### config.mk
export PLATFORM = sky130hd
export DESIGN_NAME = lfsr_rr_server_flat
export DESIGN_NICKNAME = d
export VERILOG_FILES = /design/src/rtl/lfsr_rr_server_if.sv /design/src/rtl/lfsr_rr_server.sv /design/src/flat_wrapper.sv
export SDC_FILE = /design/constraint.sdc
export NUM_CORES = 1
export LEC_CHECK = 0
export CAP_MARGIN = 20
export CORE_UTILIZATION = 52
export DETAILED_ROUTE_END_ITERATION = 12
export PLACE_DENSITY = 0.85
export SYNTH_ARGS = -nofsm -noshare
export SYNTH_HDL_FRONTEND = slang
export SYNTH_SLANG_ARGS = --single-unit
### constraint.sdc
create_clock -name clk -period 3.26 [get_ports clk]
set_input_delay 0.652 -clock clk [delete_from_list [all_inputs] [get_ports clk]]
set_output_delay 0.652 -clock clk [all_outputs]
set_load 0.1 [all_outputs]
### src/rtl/lfsr_rr_server_if.sv
// Handshake bundle for lfsr_rr_server: control/request inputs and grant/data outputs.
// The master modport drives requests; the slave modport is the server side.
interface lfsr_rr_server_if #(
  parameter int unsigned WIDTH = 8,
  parameter int unsigned N_REQ = 4
);
  logic             en;
  logic             seed_load;
  logic [WIDTH-1:0] seed;
  logic [N_REQ-1:0] req;
  logic [N_REQ-1:0] gnt;
  logic [WIDTH-1:0] data;
  logic             busy;
  logic [15:0]      words_issued;

  modport master (
    output en,
    output seed_load,
    output seed,
    output req,
    input  gnt,
    input  data,
    input  busy,
    input  words_issued
  );

  modport slave (
    input  en,
    input  seed_load,
    input  seed,
    input  req,
    output gnt,
    output data,
    output busy,
    output words_issued
  );
endinterface

### src/rtl/lfsr_rr_server.sv
// Shares one Galois LFSR among N_REQ requesters with round-robin grants, seeding and warm-up.
// Optional macro LFSR_STATS_EN builds a saturating grant counter on words_issued.
module lfsr_rr_server #(
  parameter int unsigned WIDTH  = 8,
  parameter logic [31:0] POLY   = 32'h0000_00c3,
  parameter int unsigned N_REQ  = 4,
  parameter int unsigned WARMUP = 4
) (
  input logic             clk,
  input logic             rst_n,
  lfsr_rr_server_if.slave bus
);

  localparam int unsigned PtrW = (N_REQ > 1) ? $clog2(N_REQ) : 1;
  localparam logic [WIDTH-1:0] PolyW = POLY[WIDTH-1:0];
  localparam logic [7:0] WarmupW = 8'(WARMUP);

  typedef enum logic [1:0] {StWarmup, StServe, StHold} state_e;

  state_e           state_q, state_d;
  logic [WIDTH-1:0] lfsr_q, lfsr_d;
  logic [WIDTH-1:0] data_q, data_d;
  logic [7:0]       wcnt_q, wcnt_d;
  logic [PtrW-1:0]  ptr_q, ptr_d;
  logic [N_REQ-1:0] gnt_q, gnt_d;

  logic [N_REQ-1:0] eligible;
  logic             found;
  logic [PtrW-1:0]  winner;
  logic [PtrW-1:0]  idx;
  logic             grant;

  // All-zero is part of the sequence: the inverted MSB re-enters at bit 0.
  function automatic logic [WIDTH-1:0] lfsr_step(input logic [WIDTH-1:0] r);
    logic [WIDTH-1:0] t;
    t = r ^ ({WIDTH{r[WIDTH-1]}} & PolyW);
    return {t[WIDTH-2:0], ~r[WIDTH-1]};
  endfunction

  // A requester granted this cycle is masked so continuous req alternates with others.
  assign eligible = bus.req & ~gnt_q;

  always_comb begin
    found  = 1'b0;
    winner = '0;
    idx    = '0;
    for (int unsigned i = 0; i < N_REQ; i++) begin
      idx = PtrW'((32'(ptr_q) + i) % N_REQ);
      if (!found && eligible[idx]) begin
        found  = 1'b1;
        winner = idx;
      end
    end
  end

  always_comb begin
    state_d = state_q;
    lfsr_d  = lfsr_q;
    data_d  = data_q;
    wcnt_d  = wcnt_q;
    ptr_d   = ptr_q;
    gnt_d   = '0;
    grant   = 1'b0;
    if (bus.seed_load) begin
      lfsr_d  = bus.seed;
      wcnt_d  = '0;
      state_d = StWarmup;
    end else begin
      unique case (state_q)
        StWarmup: begin
          if (wcnt_q == WarmupW) begin
            state_d = bus.en ? StServe : StHold;
          end else begin
            lfsr_d = lfsr_step(lfsr_q);
            wcnt_d = wcnt_q + 8'd1;
          end
        end
        StServe: begin
          if (!bus.en) begin
            state_d = StHold;
          end else if (found) begin
            grant  = 1'b1;
            gnt_d  = {{(N_REQ-1){1'b0}}, 1'b1} << winner;
            data_d = lfsr_q;
            lfsr_d = lfsr_step(lfsr_q);
            ptr_d  = PtrW'((32'(winner) + 32'd1) % N_REQ);
          end
        end
        StHold: begin
          if (bus.en) state_d = StServe;
        end
        default: state_d = StWarmup;
      endcase
    end
  end

  always_ff @(posedge clk or negedge rst_n) begin
    if (!rst_n) begin
      state_q <= StWarmup;
      lfsr_q  <= '0;
      data_q  <= '0;
      wcnt_q  <= '0;
      ptr_q   <= '0;
      gnt_q   <= '0;
    end else begin
      state_q <= state_d;
      lfsr_q  <= lfsr_d;
      data_q  <= data_d;
      wcnt_q  <= wcnt_d;
      ptr_q   <= ptr_d;
      gnt_q   <= gnt_d;
    end
  end

  assign bus.gnt  = gnt_q;
  assign bus.data = data_q;
  assign bus.busy = (state_q == StWarmup);

`ifdef LFSR_STATS_EN
  logic [15:0] words_q, words_d;

  always_comb begin
    words_d = words_q;
    if (bus.seed_load) begin
      words_d = '0;
    end else if (grant && (words_q != 16'hFFFF)) begin
      words_d = words_q + 16'd1;
    end
  end

  always_ff @(posedge clk or negedge rst_n) begin
    if (!rst_n) begin
      words_q <= '0;
    end else begin
      words_q <= words_d;
    end
  end

  assign bus.words_issued = words_q;
`else
  logic unused_grant;
  assign unused_grant     = grant;
  assign bus.words_issued = 16'h0000;
`endif

endmodule

### src/flat_wrapper.sv
// flat-port wrapper written by rule: the top's interface ports become plain ports
module lfsr_rr_server_flat 
#(
  parameter int unsigned WIDTH  = 8,
  parameter logic [31:0] POLY   = 32'h0000_00c3,
  parameter int unsigned N_REQ  = 4,
  parameter int unsigned WARMUP = 4
)
  (clk, rst_n, bus_en, bus_seed_load, bus_seed, bus_req, bus_gnt, bus_data, bus_busy, bus_words_issued);
  lfsr_rr_server_if #(.WIDTH(WIDTH), .N_REQ(N_REQ)) bus_i ();
  input logic clk;
  input logic rst_n;
  input wire logic [$bits(bus_i.en)-1:0] bus_en;
  input wire logic [$bits(bus_i.seed_load)-1:0] bus_seed_load;
  input wire logic [$bits(bus_i.seed)-1:0] bus_seed;
  input wire logic [$bits(bus_i.req)-1:0] bus_req;
  output wire logic [$bits(bus_i.gnt)-1:0] bus_gnt;
  output wire logic [$bits(bus_i.data)-1:0] bus_data;
  output wire logic [$bits(bus_i.busy)-1:0] bus_busy;
  output wire logic [$bits(bus_i.words_issued)-1:0] bus_words_issued;
  assign bus_i.en = bus_en;
  assign bus_i.seed_load = bus_seed_load;
  assign bus_i.seed = bus_seed;
  assign bus_i.req = bus_req;
  assign bus_gnt = bus_i.gnt;
  assign bus_data = bus_i.data;
  assign bus_busy = bus_i.busy;
  assign bus_words_issued = bus_i.words_issued;
  lfsr_rr_server #(.WIDTH(WIDTH), .POLY(POLY), .N_REQ(N_REQ), .WARMUP(WARMUP)) u_core (.clk(clk), .rst_n(rst_n), .bus(bus_i));
endmodule
==> impl_metrics.py, run 1 <==
metrics = {
    "logic_synthesis": {
        "yosys_warnings": 0,
        "async_flop_share_pct": 100,
        "yosys.cell_types.count": 43,
        "post_synth.cell_area_avg_um2": 11.2,
        "synth_cells": 150,
        "ys.flop_type": "dfrtp_1",
        "ys_seq_area_share_pct": 47.5,
        "synth_seq_cells": 32,
        "synth_edf_count": 0,
        "syn_area_um2": 1690,
    },
    "setup_path": {
        "arrival_ns": 2.62,
        "crit_required_ns": 3.48,
        "ff2ff_path_depth": 7,
        "path_max_fanout": 10,
        "crit_path_end_kind": "flop",
        "cp-start-kind": "input port",
        "crit_type": "in -> reg",
    },
    "pwr": {
        "power.internal_uw": 800,
        "seq_power_share_pct": 36.5,
        "switching_share_pct": 48.3,
        "p_per_area_nw_per_um2": 775,
        "ir_worst_vdd_uv": 548,
        "power.leakage_uw": 0.000960,
        "power.switching_uw": 747,
        "power_frac_comb_pct": 48.3,
        "clockPowerShare_pct": 15.2,
    },
    "final_layout": {
        "final_cell_mix": "32 x dfrtp_1, 16 x nor2_1, 16 x conb_1, 16 x buf_4, 15 x clkdlybuf4s50_1",
        "multi_input_area_um2": 791,
        "diodes": 0,
        "final_core_util_pct": 65.3,
        "syn_to_final_growth_pct": 18.2,
        "final.fill_count": 250,
        "final_common_cell": "dfrtp_1",
        "drive_gt1_share_pct": 17.8,
        "register_area_um2": 801,
        "final_nets": 202,
    },
    "clocking": {
        "tritoncts": "built",
        "root_buffer": "clkbuf_4",
        "clockBufferDepth": 2,
        "cts_setup_buffers": 0,
        "hold_buffers": 0,
        "cts.repair.resized": 0,
        "numCtsBuffers": 5,
        "insertion_delay_ns": 0.33,
        "cts_max_level": 2,
        "clock_sinks": 32,
        "clk_pin_slew_ns": 0.09,
    },
    "timing": {
        "post-route-min-period_ns": 2.40,
        "clock_skew_ns": 0.00687,
        "hold_viol_final": 0,
        "drv_slew": 0,
        "rsz0062_at_grt": "no",
        "min_period_over_period_pct": 73.5,
        "setup_tns_ns": 0,
        "fmax_ghz": 0.417,
        "setup_viol": 0,
    },
    "route": {
        "post_drt_via_cell_ratio": 5.08,
        "wl_um": 3150,
        "routedWlPerCell_um": 13.7,
        "num_vias": 1164,
        "drtPass1Iterations": 4,
        "ant_nets": 0,
        "drc_errors": 0,
        "drt-initial-drc-count": 41,
    },
    "global_route": {
        "antenna_found_initial": 0,
        "grt_pass1_wl_um": 5260,
        "grt_usage_pct": 20.9,
        "grt_max_degree": 33,
        "grt_pass1_vias": 1161,
        "grt_overflow_total": 0,
    },
    "hold_path": {
        "hp-class": "reg -> reg",
        "hold_path_depth": 1,
    },
    "run": {
        "maxCapViolations": 0,
    },
    "floorplanning": {
        "dieHeight_um": 59.0,
        "dieArea_um2": 3480,
        "ios": 45,
        "die_w_um": 59.0,
        "start_util_pct": 55.2,
        "core_area_um2": 3050,
        "fp-row-count": 20,
    },
    "placement": {
        "hpwl_um": 2220,
        "portBuffers": 28,
        "gp_congestion": 0.822,
    },
    "run_status": {
        "status": "complete, no violations",
    },
}
[worst max-delay path, stage by stage]
cell             delay (ns)
clkdlybuf4s50_1        0.45
nor2b_1                0.40
o41ai_4                0.14
a21oi_4                0.34
mux2_1                 0.37
mux2_2                 0.26
[layer usage]
metal | GRT usage [%] | up-vias | wire length, um
met5 | 0 | - | 0
met4 | 11.6 | 0 | 72
met3 | 3.96 | 7 | 123
met2 | 35.1 | 36 | 1600
met1 | 25.1 | 564 | 1350
li1 | - | 557 | -
[synth_stat cells, types with 2 or more instances]
cell        n  area, um^2
dfrtp_1    32         801
nand4_1     4        25.0
a2111oi_0   2        17.5
xnor2_1     2        17.5
ha_1        2        25.0
nand2_1     5        18.8
o21ai_0     2        10.0
mux2i_1     2        20.0
inv_1       5        18.8
clkbuf_1    2        7.51
nor2b_1     3        18.8
nor2_1     16        60.1
nand2b_1    4        25.0
buf_4      16         120
mux2_1     10         113
mux2_2      6        67.6
and3_1      2        12.5
a21oi_1     3        15.0
xor2_1      8        70.1
[final timing paths]
kind	slack, ns	to	start
hold reg to reg	0.51	u_core.bus.data[5]	u_core.bus.data[5]
setup reg to reg	1.10	u_core.lfsr_q[5]	u_core.wcnt_q[0]
hold / removal	0.51	u_core.bus.data[5]	u_core.bus.data[5]
min in group asynchronous	0.71	u_core.ptr_q[1]	rst_n
setup / recovery	0.86	u_core.lfsr_q[5]	bus_req[2]
max in group asynchronous	2.26	u_core.wcnt_q[6]	rst_n
[state kept, by name, indices dropped and copies added, names as in the netlist]
name,flops
u_core.bus.data,8
u_core.bus.gnt,4
u_core.lfsr_q,8
u_core.ptr_q,2
u_core.state_q,2
u_core.wcnt_q,8
[cell type report]
type	count	area share (%)
multi-input combinational	109	39.6
clock buffer	8	2.95
timing repair buffer	31	13.6
tap	44	2.76
sequential	32	40.2
inverter	5	0.941
[cells by family after synthesis]
group | Yosys count | synth area share, %
compound gates | 21 | 10.8
buf+inv | 24 | 8.98
flops | 32 | 47.5
mux | 18 | 11.9
other cells | 1 | 0.222
xor+xnor | 10 | 5.19
simple gates | 42 | 14.0
fa+ha+maj | 2 | 1.48
[metrics by stage]
| stage | total power (uW) | instance area (um^2) | hold slack (ns) | instances | setup slack, ns |
|---|---|---|---|---|---|
| final | 1550 | 1990 | 0.506 | 229 | 0.863 |
| after floorplan | 1170 | 1740 | 0.356 | 165 | 0.532 |
| after detailed placement | 1320 | 1940 | 0.483 | 221 | 0.514 |
| after CTS | 1550 | 1990 | 0.504 | 229 | 0.857 |
| after global routing | 1630 | 1990 | 0.525 | 229 | 0.748 |
| after global placement | 1290 | 1940 | 0.471 | 221 | 0.623 |
[power groups by stage]
stage | Combinational, uW | Sequential [uW] | Clock (uW)
floorplan | 335 | 835 | 0
global placement | 729 | 563 | 0
detailed placement | 747 | 571 | 0
CTS | 750 | 564 | 240
global route | 793 | 578 | 260
finish | 746 | 565 | 235
(Power assumes the default switching activity.)
==> inputs of run 2 (changes only) <==
Settings changed: CORE_UTILIZATION 52 to 48, PLACE_DENSITY 0.85 to 0.79.
Clock period 3.26 ns to 2.5 ns, I/O delays scaled along.
==> run 2 against run 1 <==
  * Power grew 36%
  * Design area rose by 2.3%
  * Global-route usage is 2.6 points lower
  * Utilization fell by 4.7 points
  * First-iteration DRC count grew 15%
  * Sequential share of layout area decreased by 0.89 points
  * Clock skew rose by 0.0047 ns
  * Routed wire length decreased by 3.1%
  * Worst setup slack worse by 0.41 ns
  * Largest power group unchanged
  * Register-to-register slack worse by 0.63 ns
==> impl_metrics.py, run 2 (synthesized netlist as in run 1, its figures left out) <==
metrics = {
    "route": {
        "drc_errors": 0,
        "drt-initial-drc-count": 47,
        "post_drt_via_cell_ratio": 5.01,
        "drtPass1Iterations": 4,
        "ant_nets": 0,
        "num_vias": 1173,
        "routedWlPerCell_um": 13.0,
        "wl_um": 3050,
    },
    "floorplanning": {
        "die_w_um": 61.3,
        "fp-row-count": 21,
        "dieArea_um2": 3750,
        "dieHeight_um": 61.3,
        "start_util_pct": 50.1,
        "ios": 45,
        "core_area_um2": 3360,
    },
    "global_route": {
        "grt_max_degree": 33,
        "use_met3_pct": 4.41,
        "met2_usage_pct": 30.4,
        "grt_overflow_total": 0,
        "grt_busiest_layer": "met2",
        "grt_pass1_wl_um": 4800,
        "grt_usage_pct": 18.2,
        "use_met1_pct": 21.2,
        "antenna_found_initial": 0,
        "grt_pass1_vias": 1148,
    },
    "setup_path": {
        "crit_required_ns": 2.73,
        "worst_path_max_delay_cell": "clkdlybuf4s50_1",
        "path_max_fanout": 5,
        "arrival_ns": 2.28,
        "slowest_delay_ns": 0.46,
        "crit_type": "in -> reg",
        "crit_path_end_kind": "flop",
        "crit_chain": "clkdlybuf4s50_1 -> nor2b_1 -> o41ai_4 -> a21oi_4 -> mux2_1 -> mux2_2",
        "cp-start-kind": "input port",
    },
    "final_layout": {
        "final_cell_area_um2": 2040,
        "syn_to_final_growth_pct": 20.9,
        "final_common_cell": "dfrtp_1",
        "diodes": 0,
        "drive_gt1_share_pct": 20.2,
        "final_nets": 205,
        "register_area_um2": 801,
        "multi_input_area_um2": 793,
        "final.fill_count": 282,
        "final_cell_mix": "32 x dfrtp_1, 19 x buf_4, 16 x conb_1",
    },
    "run_status": {
        "status": "complete, no violations",
    },
    "run": {
        "maxCapViolations": 0,
    },
    "hold_path": {
        "hp-class": "reg -> reg",
    },
    "pwr": {
        "switching_share_pct": 46.7,
        "seq_power_share_pct": 35.1,
        "clockPowerShare_pct": 18.4,
        "power_frac_comb_pct": 46.6,
        "power.internal_uw": 1120,
        "ir_worst_vdd_uv": 541,
        "p_per_area_nw_per_um2": 1030,
        "power.switching_uw": 983,
        "power.leakage_uw": 0.000985,
    },
    "clocking": {
        "insertion_delay_ns": 0.33,
        "cts_setup_buffers": 0,
        "root_buffer": "clkbuf_4",
        "clk_pin_slew_ns": 0.10,
        "clockBufferDepth": 2,
        "clock_sinks": 32,
        "numCtsBuffers": 5,
        "hold_buffers": 0,
        "cts_max_level": 2,
        "cts.repair.resized": 0,
        "tritoncts": "built",
    },
    "timing": {
        "drv_slew": 0,
        "setup_tns_ns": 0,
        "fmax_ghz": 0.487,
        "rsz0062_at_grt": "no",
        "hold_viol_final": 0,
        "setup_viol": 0,
        "post-route-min-period_ns": 2.05,
        "clock_skew_ns": 0.0116,
        "fin_ws_ns": 0.448,
        "min_period_over_period_pct": 82.1,
    },
    "placement": {
        "post-place-ws_ns": 0.102,
        "place_area_um2": 1960,
        "gp_congestion": 0.790,
        "hpwl_um": 2280,
        "portBuffers": 28,
    },
}
-- run 2: cell count changes in the layout (fill, tap and decap cells not counted) --
cell and delta:
buf_4 +3, bufinv_16 +1, clkbuf_1 -1, clkbuf_8 -1, clkinv_2 +1, nor2_1 -1
nor2_2 +1
-- run 2: final cells by class --
| class | count | area share, % |
|---|---|---|
| Clock inverter | 2 | 1.72 |
| Timing Repair Buffer | 34 | 14.4 |
| Sequential cell | 32 | 39.3 |
| Clock buffer | 6 | 2.02 |
| Inverter | 5 | 0.920 |
| Multi-Input combinational cell | 109 | 38.9 |
| Tap cell | 46 | 2.82 |
-- run 2: worst max-delay path: cells and delay by family --
| family | cells | cell delay (ns) |
|---|---|---|
| compound gates | 2 | 0.40 |
| simple gates | 1 | 0.30 |
| mux | 2 | 0.62 |
| buf+inv | 1 | 0.46 |
-- run 2: metal layers --
metal,vias up,wire (um)
met5,-,0
met2,29,1520
met4,0,70
met3,8,90
met1,569,1360
li1,567,-
-- run 2: power groups by stage --
stage	Clock [uW]	Combinational [uW]	Sequential, uW
6_report	386	979	738
5_1_grt	421	1040	753
4_1_cts	396	987	735
3_5_place_dp	0	984	746
3_3_place_gp	0	961	734
2_1_floorplan	0	438	1090
-- run 2: worst paths after layout --
path	depth (start not counted)	endpoint	startpoint	slack (ns)
max	6	u_core.lfsr_q[6]	bus_req[0]	0.45
min	1	u_core.bus.data[2]	u_core.bus.data[2]	0.50
max reg2reg	7	u_core.lfsr_q[6]	u_core.wcnt_q[0]	0.47
min reg2reg	1	u_core.bus.data[2]	u_core.bus.data[2]	0.50
max in group asynchronous	2	u_core.wcnt_q[3]	rst_n	1.64
min in group asynchronous	2	u_core.bus.data[4]	rst_n	0.56
-- run 2: metrics by stage --
| step | total power (uW) | hold WS, ns | cells | util (%) |
|---|---|---|---|---|
| floorplan | 1530 | 0.204 | 165 | - |
| global placement | 1690 | 0.473 | 226 | 58.4 |
| detailed placement | 1730 | 0.478 | 226 | 58.4 |
| CTS | 2120 | 0.502 | 234 | 60.6 |
| global route | 2210 | 0.522 | 234 | 60.6 |
| finish | 2100 | 0.498 | 234 | 60.6 |
==> inputs of run 3 (changes only) <==
Clock period 2.5 ns to 2.1 ns, I/O delays scaled along.
==> run 3 against run 2 <==
  * Sequential share of layout area is 0.10 points higher
  * Hold slack worse by 0.028 ns
  * Cell count is 0.85% higher
  * Clock-buffer cell count is 1 higher
  * Combinational power is 21% higher
  * Die area stayed put
  * Worst setup slack worse by 0.38 ns
  * Clock power is 14% lower
  * Critical endpoint is now u_core.lfsr_q[7]
  * Non-clock buffer count is 2 higher
  * Sequential power is 19% higher
==> impl_metrics.py, run 3 (synthesized netlist as in run 1, its figures left out) <==
metrics = {
    "route": {
        "routed-wl-met2_um": 1720,
        "ant_nets": 0,
        "drc_errors": 0,
        "routedWlPerCell_um": 13.7,
        "wl_met1_um": 1340,
        "drtPass1Iterations": 4,
        "drt-initial-drc-count": 47,
        "wl_met3_um": 130,
        "wl_um": 3220,
        "post_drt_via_cell_ratio": 5.04,
        "top_layer": "met4",
        "num_vias": 1190,
    },
    "setup_path": {
        "crit_chain": "clkdlybuf4s50_1 -> nor2b_1 -> buf_4 -> o41ai_4 -> a21oi_4 -> buf_4 -> and3b_1 -> o31a_1",
        "worst_path_max_delay_cell": "o41ai_4",
        "slowest_delay_ns": 0.43,
        "worstReg2RegEnd": "u_core.lfsr_q[5]",
        "cp-start-kind": "input port",
        "path_max_fanout": 6,
        "ff2ff_path_depth": 7,
        "path_delay_family": "compound AO/OA/AOI/OAI gates",
        "arrival_ns": 2.26,
        "crit_required_ns": 2.33,
        "crit_path_frequent_cell": "buf_4",
        "crit_type": "in -> reg",
        "cp_num_cells": 8,
        "crit_buf_inv": 3,
        "reg2reg_setup_slack_ns": 0.09,
        "crit_path_end_kind": "flop",
        "r2r-start": "u_core.wcnt_q[0]",
    },
    "clocking": {
        "insertion_delay_ns": 0.33,
        "tritoncts": "built",
        "clockBufferDepth": 2,
        "clk_pin_slew_ns": 0.10,
        "hold_buffers": 0,
        "clock_sinks": 32,
        "cts_setup_buffers": 0,
        "cts_max_level": 2,
        "root_buffer": "clkbuf_4",
        "cts.repair.resized": 0,
        "numCtsBuffers": 5,
    },
    "timing": {
        "fmax_ghz": 0.491,
        "fin_ws_ns": 0.0642,
        "setup_viol": 0,
        "clock_skew_ns": 0.0104,
        "hold_viol_final": 0,
        "min_period_over_period_pct": 96.9,
        "drv_slew": 0,
        "setup_tns_ns": 0,
        "post-route-min-period_ns": 2.04,
        "rsz0062_at_grt": "no",
    },
    "floorplanning": {
        "start_util_pct": 50.1,
        "core_area_um2": 3360,
        "fp-row-count": 21,
        "die_w_um": 61.3,
        "dieHeight_um": 61.3,
        "ios": 45,
        "dieArea_um2": 3750,
    },
    "pwr": {
        "power.leakage_uw": 0.000983,
        "power.total_uw": 2390,
        "p_per_area_nw_per_um2": 1170,
        "ir_worst_vdd_uv": 622,
    },
    "placement": {
        "portBuffers": 28,
        "post-place-ws_ns": -0.296,
        "gp_congestion": 0.835,
        "hpwl_um": 2350,
    },
    "global_route": {
        "antenna_found_initial": 0,
        "grt_usage_pct": 18.7,
        "grt_max_degree": 33,
        "grt_pass1_vias": 1127,
        "grt_overflow_total": 0,
        "grt_pass1_wl_um": 4910,
    },
    "run": {
        "maxCapViolations": 0,
    },
    "final_layout": {
        "syn_to_final_growth_pct": 21.7,
        "final_nets": 207,
        "final_common_cell": "dfrtp_1",
        "drive_gt1_share_pct": 22.6,
        "final_core_util_pct": 61.0,
        "final_cell_mix": "28 x dfrtp_1, 20 x buf_4, 16 x conb_1",
        "diodes": 0,
    },
    "run_status": {
        "status": "complete, no violations",
    },
    "hold_path": {
        "hp-class": "in -> async",
    },
}
run 3: cell types whose count changed in the layout (fill, tap and decap cells not counted), sizes merged:
cell	delta
clkbuf	+1
buf	+2
bufinv	-1
run 3: per-stage QoR:
step | area (um^2) | instances | hold WS (ns)
after global routing | 2050 | 236 | 0.506
after floorplan | 1760 | 165 | 0.124
final | 2050 | 236 | 0.470
after global placement | 2000 | 228 | 0.472
after CTS | 2050 | 236 | 0.474
after detailed placement | 2000 | 228 | 0.476
run 3: worst max-delay path by stage:
| stage | slack, ns | end | startpoint |
|---|---|---|---|
| floorplan | 0.01 | u_core.lfsr_q[3] | u_core.bus.gnt[2] |
| global placement | -0.23 | u_core.lfsr_q[6] | bus_req[0] |
| detailed placement | -0.30 | u_core.lfsr_q[7] | bus_req[0] |
| CTS | 0.06 | u_core.lfsr_q[5] | u_core.wcnt_q[0] |
| global route | 0.00002 | u_core.lfsr_q[6] | u_core.wcnt_q[0] |
| finish | 0.06 | u_core.lfsr_q[7] | bus_req[0] |
run 3: report_power, final:
part	leakage, uW	switching [uW]	total [uW]	internal [uW]
clock	0.0000293	203	333	130
combinational	0.000541	842	1180	341
sequential	0.000412	122	877	755
total	0.000983	1170	2390	1230
run 3: metal layers:
layer	track usage, %	vias to the layer above
met2	32.0	28
met1	21.0	591
met4	8.44	0
li1	-	567
met5	0	-
met3	6.72	4
run 3: layout make-up:
cell class / count / area (um^2)
fillers: 290 / 1310
well taps: 46 / 57.6
repair buffers: 36 / 320
clock buffers: 7 / 45.0
flip-flops and latches: 32 / 808
clock inverters: 1 / 5.00
inverters: 5 / 18.8
multi-input cells: 109 / 798
run 3: worst reg2reg max path, cell delays in order (launching register included):
cell	delay [ns]
dfrtp_1	0.41
inv_1	0.06
ha_1	0.19
and4bb_1	0.21
a31o_1	0.24
a21oi_4	0.20
mux2_1	0.35
mux2_2	0.26
